`config.mk`:
```
export PLATFORM = sky130hd
export DESIGN_NAME = chunk_adder
export DESIGN_NICKNAME = d
export VERILOG_FILES = /design/src/rtl/chunk_adder_pkg.sv /design/src/rtl/chunk_adder_fa_chain.sv /design/src/rtl/chunk_adder.sv
export SDC_FILE = /design/constraint.sdc
export NUM_CORES = 1
export LEC_CHECK = 0
export BUFFER_PORTS_ARGS = -buffer_cell sky130_fd_sc_hd__buf_2
export CAP_MARGIN = 30
export CORE_UTILIZATION = 50
export DETAILED_ROUTE_END_ITERATION = 6
export HOLD_SLACK_MARGIN = 0.1
export PLACE_DENSITY_LB_ADDON = 0.3
export SETUP_SLACK_MARGIN = 0.02
export SYNTH_ARGS = -nofsm -noshare
export SYNTH_HDL_FRONTEND = slang
export SYNTH_SLANG_ARGS = --single-unit
export TNS_END_PERCENT = 30
```
`constraint.sdc`:
```
create_clock -name clk -period 2.48 [get_ports clk]
set_input_delay 0.372 -clock clk [delete_from_list [all_inputs] [get_ports clk]]
set_output_delay 0.372 -clock clk [all_outputs]
set_load 0.03 [all_outputs]
```
`src/rtl/chunk_adder_pkg.sv`:
```
// ---------------------------------------------------------------------------
// chunk_adder_pkg
// Definitions shared by chunk_adder and its testbench:
//   state_e   - FSM state encoding (IDLE, RUN, DONE)
//   calc_nch  - number of chunk steps per operation (WIDTH / CHUNK)
//   cnt_width - chunk counter width: clog2 of the step count, at least 1 bit
// ---------------------------------------------------------------------------
package chunk_adder_pkg;

    typedef enum logic [1:0] {
        ST_IDLE = 2'd0,
        ST_RUN  = 2'd1,
        ST_DONE = 2'd2
    } state_e;

    function automatic int calc_nch(input int width, input int chunk);
        return width / chunk;
    endfunction

    // A single-step operation still needs a 1-bit counter so that the
    // vector declaration stays legal.
    function automatic int cnt_width(input int n);
        return (n <= 1) ? 1 : $clog2(n);
    endfunction

endpackage

```
`src/rtl/chunk_adder_fa_chain.sv`:
```
// ---------------------------------------------------------------------------
// chunk_fa_chain
// Combinational CHUNK-bit ripple-carry adder built from xor/and/or
// full-adder cells.
// Ports:
//   a, b  [CHUNK-1:0]  addend slices
//   cin                carry into bit 0
//   s     [CHUNK-1:0]  sum slice
//   cout               carry out of the top bit
//   cmsb               carry into the top bit (signed-overflow detection)
// ---------------------------------------------------------------------------
module chunk_fa_chain #(
    parameter int CHUNK = 4
) (
    input  logic [CHUNK-1:0] a,
    input  logic [CHUNK-1:0] b,
    input  logic             cin,
    output logic [CHUNK-1:0] s,
    output logic             cout,
    output logic             cmsb
);

    logic [CHUNK:0] c;

    assign c[0] = cin;

    for (genvar i = 0; i < CHUNK; i++) begin : g_cell
        logic p;
        assign p        = a[i] ^ b[i];
        assign s[i]     = p ^ c[i];
        assign c[i+1]   = (a[i] & b[i]) | (p & c[i]);
    end

    assign cout = c[CHUNK];
    assign cmsb = c[CHUNK-1];

endmodule

```
`src/rtl/chunk_adder.sv`:
```
// ---------------------------------------------------------------------------
// chunk_adder
// Multi-cycle adder/subtractor: processes CHUNK bits per clock through a
// chunk_fa_chain, WIDTH/CHUNK steps per operation, with a start/busy/done
// handshake.
// Ports:
//   clk, rst_n          clock, asynchronous active-low reset
//   start               request an operation (accepted when not running)
//   sub                 0: a + b + ci, 1: a - b
//   a, b [WIDTH-1:0]    operands, sampled with an accepted start
//   ci                  carry-in for add, sampled with an accepted start
//   busy                operation in progress
//   done                one-cycle pulse, sum/co/ovf valid
//   sum [WIDTH-1:0]     result, held until the next operation completes
//   co                  carry out of the MSB (not-borrow for sub)
//   ovf                 signed overflow
// ---------------------------------------------------------------------------
module chunk_adder
    import chunk_adder_pkg::*;
#(
    parameter int WIDTH = 16,
    parameter int CHUNK = 4
) (
    input  logic             clk,
    input  logic             rst_n,
    input  logic             start,
    input  logic             sub,
    input  logic [WIDTH-1:0] a,
    input  logic [WIDTH-1:0] b,
    input  logic             ci,
    output logic             busy,
    output logic             done,
    output logic [WIDTH-1:0] sum,
    output logic             co,
    output logic             ovf
);

    localparam int NCH = calc_nch(WIDTH, CHUNK);
    localparam int CW  = cnt_width(NCH);

    if ((CHUNK < 1) || (CHUNK > WIDTH) || ((WIDTH % CHUNK) != 0)) begin : g_param_check
        $fatal(1, "chunk_adder: WIDTH must be a non-zero multiple of CHUNK");
    end

    state_e           state;
    logic [WIDTH-1:0] a_r;
    logic [WIDTH-1:0] b_r;
    logic [WIDTH-1:0] res;
    logic             carry;
    logic [CW-1:0]    cnt;

    logic [CHUNK-1:0] part_sum;
    logic             part_cout;
    logic             part_cmsb;
    logic [WIDTH-1:0] res_next;

    chunk_fa_chain #(.CHUNK(CHUNK)) u_chain (
        .a    (a_r[CHUNK-1:0]),
        .b    (b_r[CHUNK-1:0]),
        .cin  (carry),
        .s    (part_sum),
        .cout (part_cout),
        .cmsb (part_cmsb)
    );

    // The newest partial sum enters at the top; after NCH steps the first
    // (least significant) chunk has been pushed down to bit 0. Written as
    // shifts so the CHUNK == WIDTH build needs no empty slice.
    assign res_next = (WIDTH'(part_sum) << (WIDTH - CHUNK)) | (res >> CHUNK);

    // NOTE: every register in this block uses non-blocking assignments so
    // each branch sees the pre-edge values of all state, regardless of order.
    always_ff @(posedge clk or negedge rst_n) begin
        if (!rst_n) begin
            state <= ST_IDLE;
            a_r   <= '0;
            b_r   <= '0;
            res   <= '0;
            carry <= 1'b0;
            cnt   <= '0;
            busy  <= 1'b0;
            done  <= 1'b0;
            sum   <= '0;
            co    <= 1'b0;
            ovf   <= 1'b0;
        end else begin
            case (state)
                ST_RUN: begin
                    a_r   <= a_r >> CHUNK;
                    b_r   <= b_r >> CHUNK;
                    res   <= res_next;
                    carry <= part_cout;
                    cnt   <= cnt + 1'b1;
                    if (cnt == CW'(NCH - 1)) begin
                        state <= ST_DONE;
                        busy  <= 1'b0;
                        done  <= 1'b1;
                        sum   <= res_next;
                        co    <= part_cout;
                        ovf   <= part_cout ^ part_cmsb;
                    end
                end
                // IDLE and DONE both accept a new start; DONE otherwise
                // falls back to IDLE after its single cycle.
                default: begin
                    done <= 1'b0;
                    if (start) begin
                        state <= ST_RUN;
                        busy  <= 1'b1;
                        a_r   <= a;
                        b_r   <= sub ? ~b : b;
                        carry <= sub ? 1'b1 : ci;
                        cnt   <= '0;
                        res   <= '0;
                    end else begin
                        state <= ST_IDLE;
                    end
                end
            endcase
        end
    end

endmodule
```
# ---- Yosys cells after proc, flatten, opt, wreduce, memory -nomap -nowiden
# Cells that the tools add are included.
dict set report op_classes {
  n_addsub 1
  n_eq_ne 3
  muxes 20
  n_bitwise 23
  reduce_logical 3
}
# op count
set op_table {}
lappend op_table {{$mux W16} 7}
lappend op_table {{$not A16 Y16} 1}
lappend op_table {{$or A16 B12 Y16} 1}
lappend op_table {{$mux W1} 9}
lappend op_table {{$xor A1 B1 Y1} 9}
lappend op_table {{$and A1 B1 Y1} 8}
lappend op_table {{$mux W2} 4}
lappend op_table {{$or A1 B1 Y1} 4}
lappend op_table {{$reduce_and A2 Y1} 2}
lappend op_table {{$add A2 B1 Y2 const B} 1}
lappend op_table {{$eq A2 B1 Y1 const B} 1}
lappend op_table {{$eq A2 B2 Y1 const B} 1}
lappend op_table {{$ne A2 B2 Y1 const B} 1}
lappend op_table {{$reduce_bool A2 Y1} 1}
dict set report word_totals {
  regBits 73
  in_bits 37
  wordCells 61
}

# ---- Depth between registers and ports, before layout
dict set report logic_depth {
  ltp_word 10
  depth_mapped 9
}

# ---- By module
# Synthesis repeated with hierarchy kept, for this count alone.
dict set report unflattened {
  cells_unflattened 278
  area_unflattened_um2 3120.5
}
# mod n_inst cells_each area_per_inst_um2
set modules_own_cells {}
lappend modules_own_cells {chunk_adder 1 264 3002.9}
lappend modules_own_cells {chunk_fa_chain 1 14 117.6}

# ---- Worst setup path after synthesis
# No wires, ideal clock.
dict set report synth_path {
  path_type {reg-to-reg}
  startpoint {register a_r[0]}
  endpoint {register ovf}
  t_arrival_ps 2134
  t_required_ps 2397
  path_slack_ps 264
  stages_incl_launch_ff 10
  n_path_buf 0
  path_cell_list {dfrtp_1 > inv_1 > fa_1 > fa_1 > inv_1 > fa_1 > inv_1 > fa_1 > xor2_1 > o21ai_0}
}
dict set report synth_via {
  elab_chain_cells 10
}
# item line_no
set synth_lines {}
lappend synth_lines {{start, declared} chunk_adder.sv:46} ;# logic [WIDTH-1:0] a_r;
lappend synth_lines {{start signal, assigned} chunk_adder.sv:89} ;# a_r <= a_r >> CHUNK;
lappend synth_lines {{$xor A1 B1 Y1} chunk_adder_fa_chain.sv:29} ;# assign p = a[i] ^ b[i];
lappend synth_lines {{$and A1 B1 Y1} chunk_adder_fa_chain.sv:31} ;# assign c[i+1] = (a[i] & b[i]) | (p & c[i]);
lappend synth_lines {{$or A1 B1 Y1 *} chunk_adder_fa_chain.sv:31}
lappend synth_lines {{$and A1 B1 Y1 *} chunk_adder_fa_chain.sv:31}
lappend synth_lines {{$or A1 B1 Y1 *} chunk_adder_fa_chain.sv:31}
lappend synth_lines {{$and A1 B1 Y1 *} chunk_adder_fa_chain.sv:31}
lappend synth_lines {{$or A1 B1 Y1 *} chunk_adder_fa_chain.sv:31}
lappend synth_lines {{$and A1 B1 Y1} chunk_adder_fa_chain.sv:31}
lappend synth_lines {{$or A1 B1 Y1} chunk_adder_fa_chain.sv:31}
lappend synth_lines {{$xor A1 B1 Y1 *} chunk_adder.sv:100} ;# ovf <= part_cout ^ part_cmsb;
lappend synth_lines {{end signal, assigned} chunk_adder.sv:100}
lappend synth_lines {{end, declared} chunk_adder.sv:35} ;# output logic ovf
# Every way passes the cells marked *; elsewhere a longest branch is shown, timed or not.
# A chain may end at the register's enable or synchronous reset.

# ---- Worst setup path after layout
dict set report layout_path {
  startpoint {register a_r[0]}
  endpoint {register res[15]}
}
dict set report layout_via {
  elab_chain_cells 10
}
# item line_no
set layout_lines {}
lappend layout_lines {{$xor A1 B1 Y1} chunk_adder_fa_chain.sv:29}
lappend layout_lines {{$and A1 B1 Y1} chunk_adder_fa_chain.sv:31}
lappend layout_lines {{$or A1 B1 Y1 *} chunk_adder_fa_chain.sv:31}
lappend layout_lines {{$and A1 B1 Y1 *} chunk_adder_fa_chain.sv:31}
lappend layout_lines {{$or A1 B1 Y1 *} chunk_adder_fa_chain.sv:31}
lappend layout_lines {{$and A1 B1 Y1 *} chunk_adder_fa_chain.sv:31}
lappend layout_lines {{$or A1 B1 Y1 *} chunk_adder_fa_chain.sv:31}
lappend layout_lines {{$xor A1 B1 Y1 *} chunk_adder_fa_chain.sv:30} ;# assign s[i] = p ^ c[i];
lappend layout_lines {{$or A16 B12 Y16 *} chunk_adder.sv:69} ;# assign res_next = (WIDTH'(part_sum) << (WIDTH - CHUNK)) | (res >> CHUNK);
lappend layout_lines {{$mux W16 *} chunk_adder.sv:87} ;# case (state)
lappend layout_lines {{end signal, assigned} chunk_adder.sv:91} ;# res <= res_next;
lappend layout_lines {{end, declared} chunk_adder.sv:48} ;# logic [WIDTH-1:0] res;
# Marks and branches as above.

==> metrics.cfg <==
[floorplanning]
fp.dieW_um = 81.8
die_y_um = 81.8
fp.dieArea_um2 = 6690
io_pins = 57
num_rows = 28
core_area_um2 = 6030
start_util_pct = 52.8

[timing]
clock.fmax_mhz = 431
relSlewSlack_pct = 46.8
final.min_clock_period_ns = 2.32
post-route-period-util_pct = 93.6
rsz0062_at_grt = no
final-hold-violation-count = 0
skew_ns = 0.00705
fin_setup_tns_ns = 0
setup_viol = 0
slew_violations = 0
worstMarginPinSlew_ns = 0.799

[worst_setup_path]
r2r_start = a_r[0]
rrSetupSlack_ns = 0.16
rr_endpoint = res[15]
critical_path_class = flip-flop to flip-flop
startpoint_type = flip-flop
crit_required_ns = 2.68
path_cells = inv_1, fa_1, fa_1, inv_1, fa_1, inv_1, fa_2, o21ai_0
crit_arrival_ns = 2.52
cp_slowest_cell = fa_2
crit_fanout = 2
critPathMaxStageDelay_ns = 0.53
r2r_cells = 8
cp-end-kind = flip-flop
cp-startpoint = a_r[0]

[drt]
post_drt_via_cell_ratio = 5.04
drt_first_pass_iters = 4
drt_wl_total_mm = 5.73
first_iter_violations = 103
num_vias = 2066
drcViolationCount = 0
wl_per_cell_um = 14.0
antenna_left = 0

[min_path]
hold_class = primary input to flip-flop
hold_depth = 3
whs_endpoint = a_r[14]
min-delay-start = a[14]

[global_route]
grt_first_pass_wirelength_mm = 9.45
grt_pass1_vias = 1950
grt-ovfl-total = 0
grt_max_degree = 43
grt_antenna_before_repair = 0
grt_usage_pct = 19.5

[cells_and_area]
fill_cells = 497
num_antenna_cells = 0
drive_gt1_share_pct = 28.1
area_delta_synth_final_pct = 16.2
final_nets = 372
final_area_um2 = 3700

[synth]
syn-cell-area_um2 = 3180
ys_seq_area_share_pct = 53.5
synth-seq-cells = 68
async_flop_share_pct = 100
synthCells = 277
synth-edff-count = 0
ys_types = 26
yosys_warnings = 0
yosysMostFrequentCell = dfrtp_1
synth_common_cells = dfrtp_1 (68), nand2_1 (49), mux2i_1 (28), o21ai_0 (26)
yosys_most_used_dff = dfrtp_1
yosys.area.top_type = dfrtp_1
synth_nets = 319
netlist.area_leader.share_pct = 53.5
synth.avg_cell_area_um2 = 11.5
synthTopCellsByArea = dfrtp_1 (53%), mux2i_1 (8.8%), nand2_1 (5.8%), mux2_4 (4.2%), o21ai_0 (4.1%)

[placed_design]
hpwl_mm = 3.88
place.port_buffers = 56
post_dp_cell_area_um2 = 3450
gp_congestion = 0.744

[clock_network]
numCtsBuffers = 9
cts-root-buf = clkbuf_8
post-cts-setup-buffer-count = 0
clk_latency_ns = 0.34
h-tree-depth = 3
clock-sinks = 68
path_clk_slew_ns = 0.07
cts_max_path_buffers = 2
cts_tree = done

[job]
cap_violations = 0

[power]
power.leakage_uw = 0.00190
pwr_density_cell_nw_per_um2 = 1250
irDropWorstVdd_v = 0.000878

[status]
status = complete, no violations

worst max-delay path: cells and delay by family, from the launching register on:
| kind | cells | cell delay, ns |
|---|---|---|
| adder cells (fa/ha/maj) | 4 | 1.55 |
| buffers and inverters | 3 | 0.20 |
| flip-flops | 1 | 0.34 |
| AO/OA/AOI/OAI | 1 | 0.08 |
kinds of logic after synthesis:
group,after synthesis,share of synthesized area (%)
AND/OR/NAND/NOR,73,11.0
buffers and inverters,29,6.29
multiplexers,42,14.8
adder cells (fa/ha/maj),5,2.91
XOR/XNOR,17,4.68
flip-flops,68,53.5
AO/OA/AOI/OAI,43,6.80
layer usage:
layer	vias up	routed length, µm	global-route usage [%]	part of all wire (%)
li1	1028	-	-	-
met3	10	184	4.33	3.2
met2	43	2530	29.2	44
met1	985	2890	26.4	51
met5	-	0	0	0
met4	0	123	10.0	2.1
registers in the layout, summed over array words and instances (netlist names):
signal and count:
sum 16, b_r 16, ovf 1, busy 1, state 2, a_r 16
co 1, cnt 2, carry 1, res 12
cell usage in the layout (no fill, tap or decap):
master,Yosys,routed
dfrtp_1,68,68
nand3b_1,13,13
clkinv_2,0,2
buf_4,5,2
nor2_1,6,6
o22ai_1,1,1
and2b_2,0,1
nor2_2,1,1
mux2_2,5,5
nand2_1,49,49
xnor2_1,4,4
nand3b_4,1,1
bufinv_16,0,2
nand2b_1,1,1
buf_12,0,2
dlygate4sd3_1,0,1
a21oi_1,5,5
nor3b_1,1,1
xor2_1,13,13
buf_2,1,56
ha_1,1,1
inv_1,10,10
clkbuf_8,0,12
mux2_4,9,9
mux2i_1,28,28
o21ai_1,11,11
fa_2,0,1
o21ai_0,26,26
fa_1,4,3
timing repair:
| item | in CTS | in global routing |
|---|---|---|
| endpoints found under the hold margin | 26 | 0 |
| resized for setup | 0 | 1 |
| setup endpoints to repair | 0 | 1 |
| hold buffers | 1 | 0 |
cell type report:
class                      instances  area [µm²]  area share, %
clock inverter                     4        70.1           1.89
sequential                        68        1700           46.0
tap                               75        93.8           2.54
clock buffer                      12         165           4.47
inverter                          10        37.5           1.01
multi-input combinational        180        1280           34.7
timing repair buffer              61         345           9.34
report_power, final:
part	switching [µW]	leakage (µW)	internal, µW
Sequential	266	0.000878	1580
Combinational	1050	0.000901	661
Clock	413	0.000122	645
how the worst max path moves through the flow:
stage / endpoint / slack (ns) / cells past startpoint
after floorplan: ovf / 0.26 / 9
after global placement: ovf / 0.19 / 9
after detailed placement: ovf / 0.14 / 9
after CTS: ovf / 0.12 / 9
after global routing: res[15] / 0.04 / 8
final: res[15] / 0.16 / 8
per-stage QoR:
step	setup WS [ns]	hold WS (ns)	std cells	total power, µW	utilization (%)
after floorplan	0.264	0.0764	277	3240	-
after global placement	0.195	0.422	393	3520	57.3
after detailed placement	0.138	0.421	393	3590	57.3
after CTS	0.124	0.255	410	4650	61.3
after global routing	0.0355	0.268	410	4960	61.4
final	0.160	0.268	410	4610	61.4
Power figures use the tool's default switching activity.
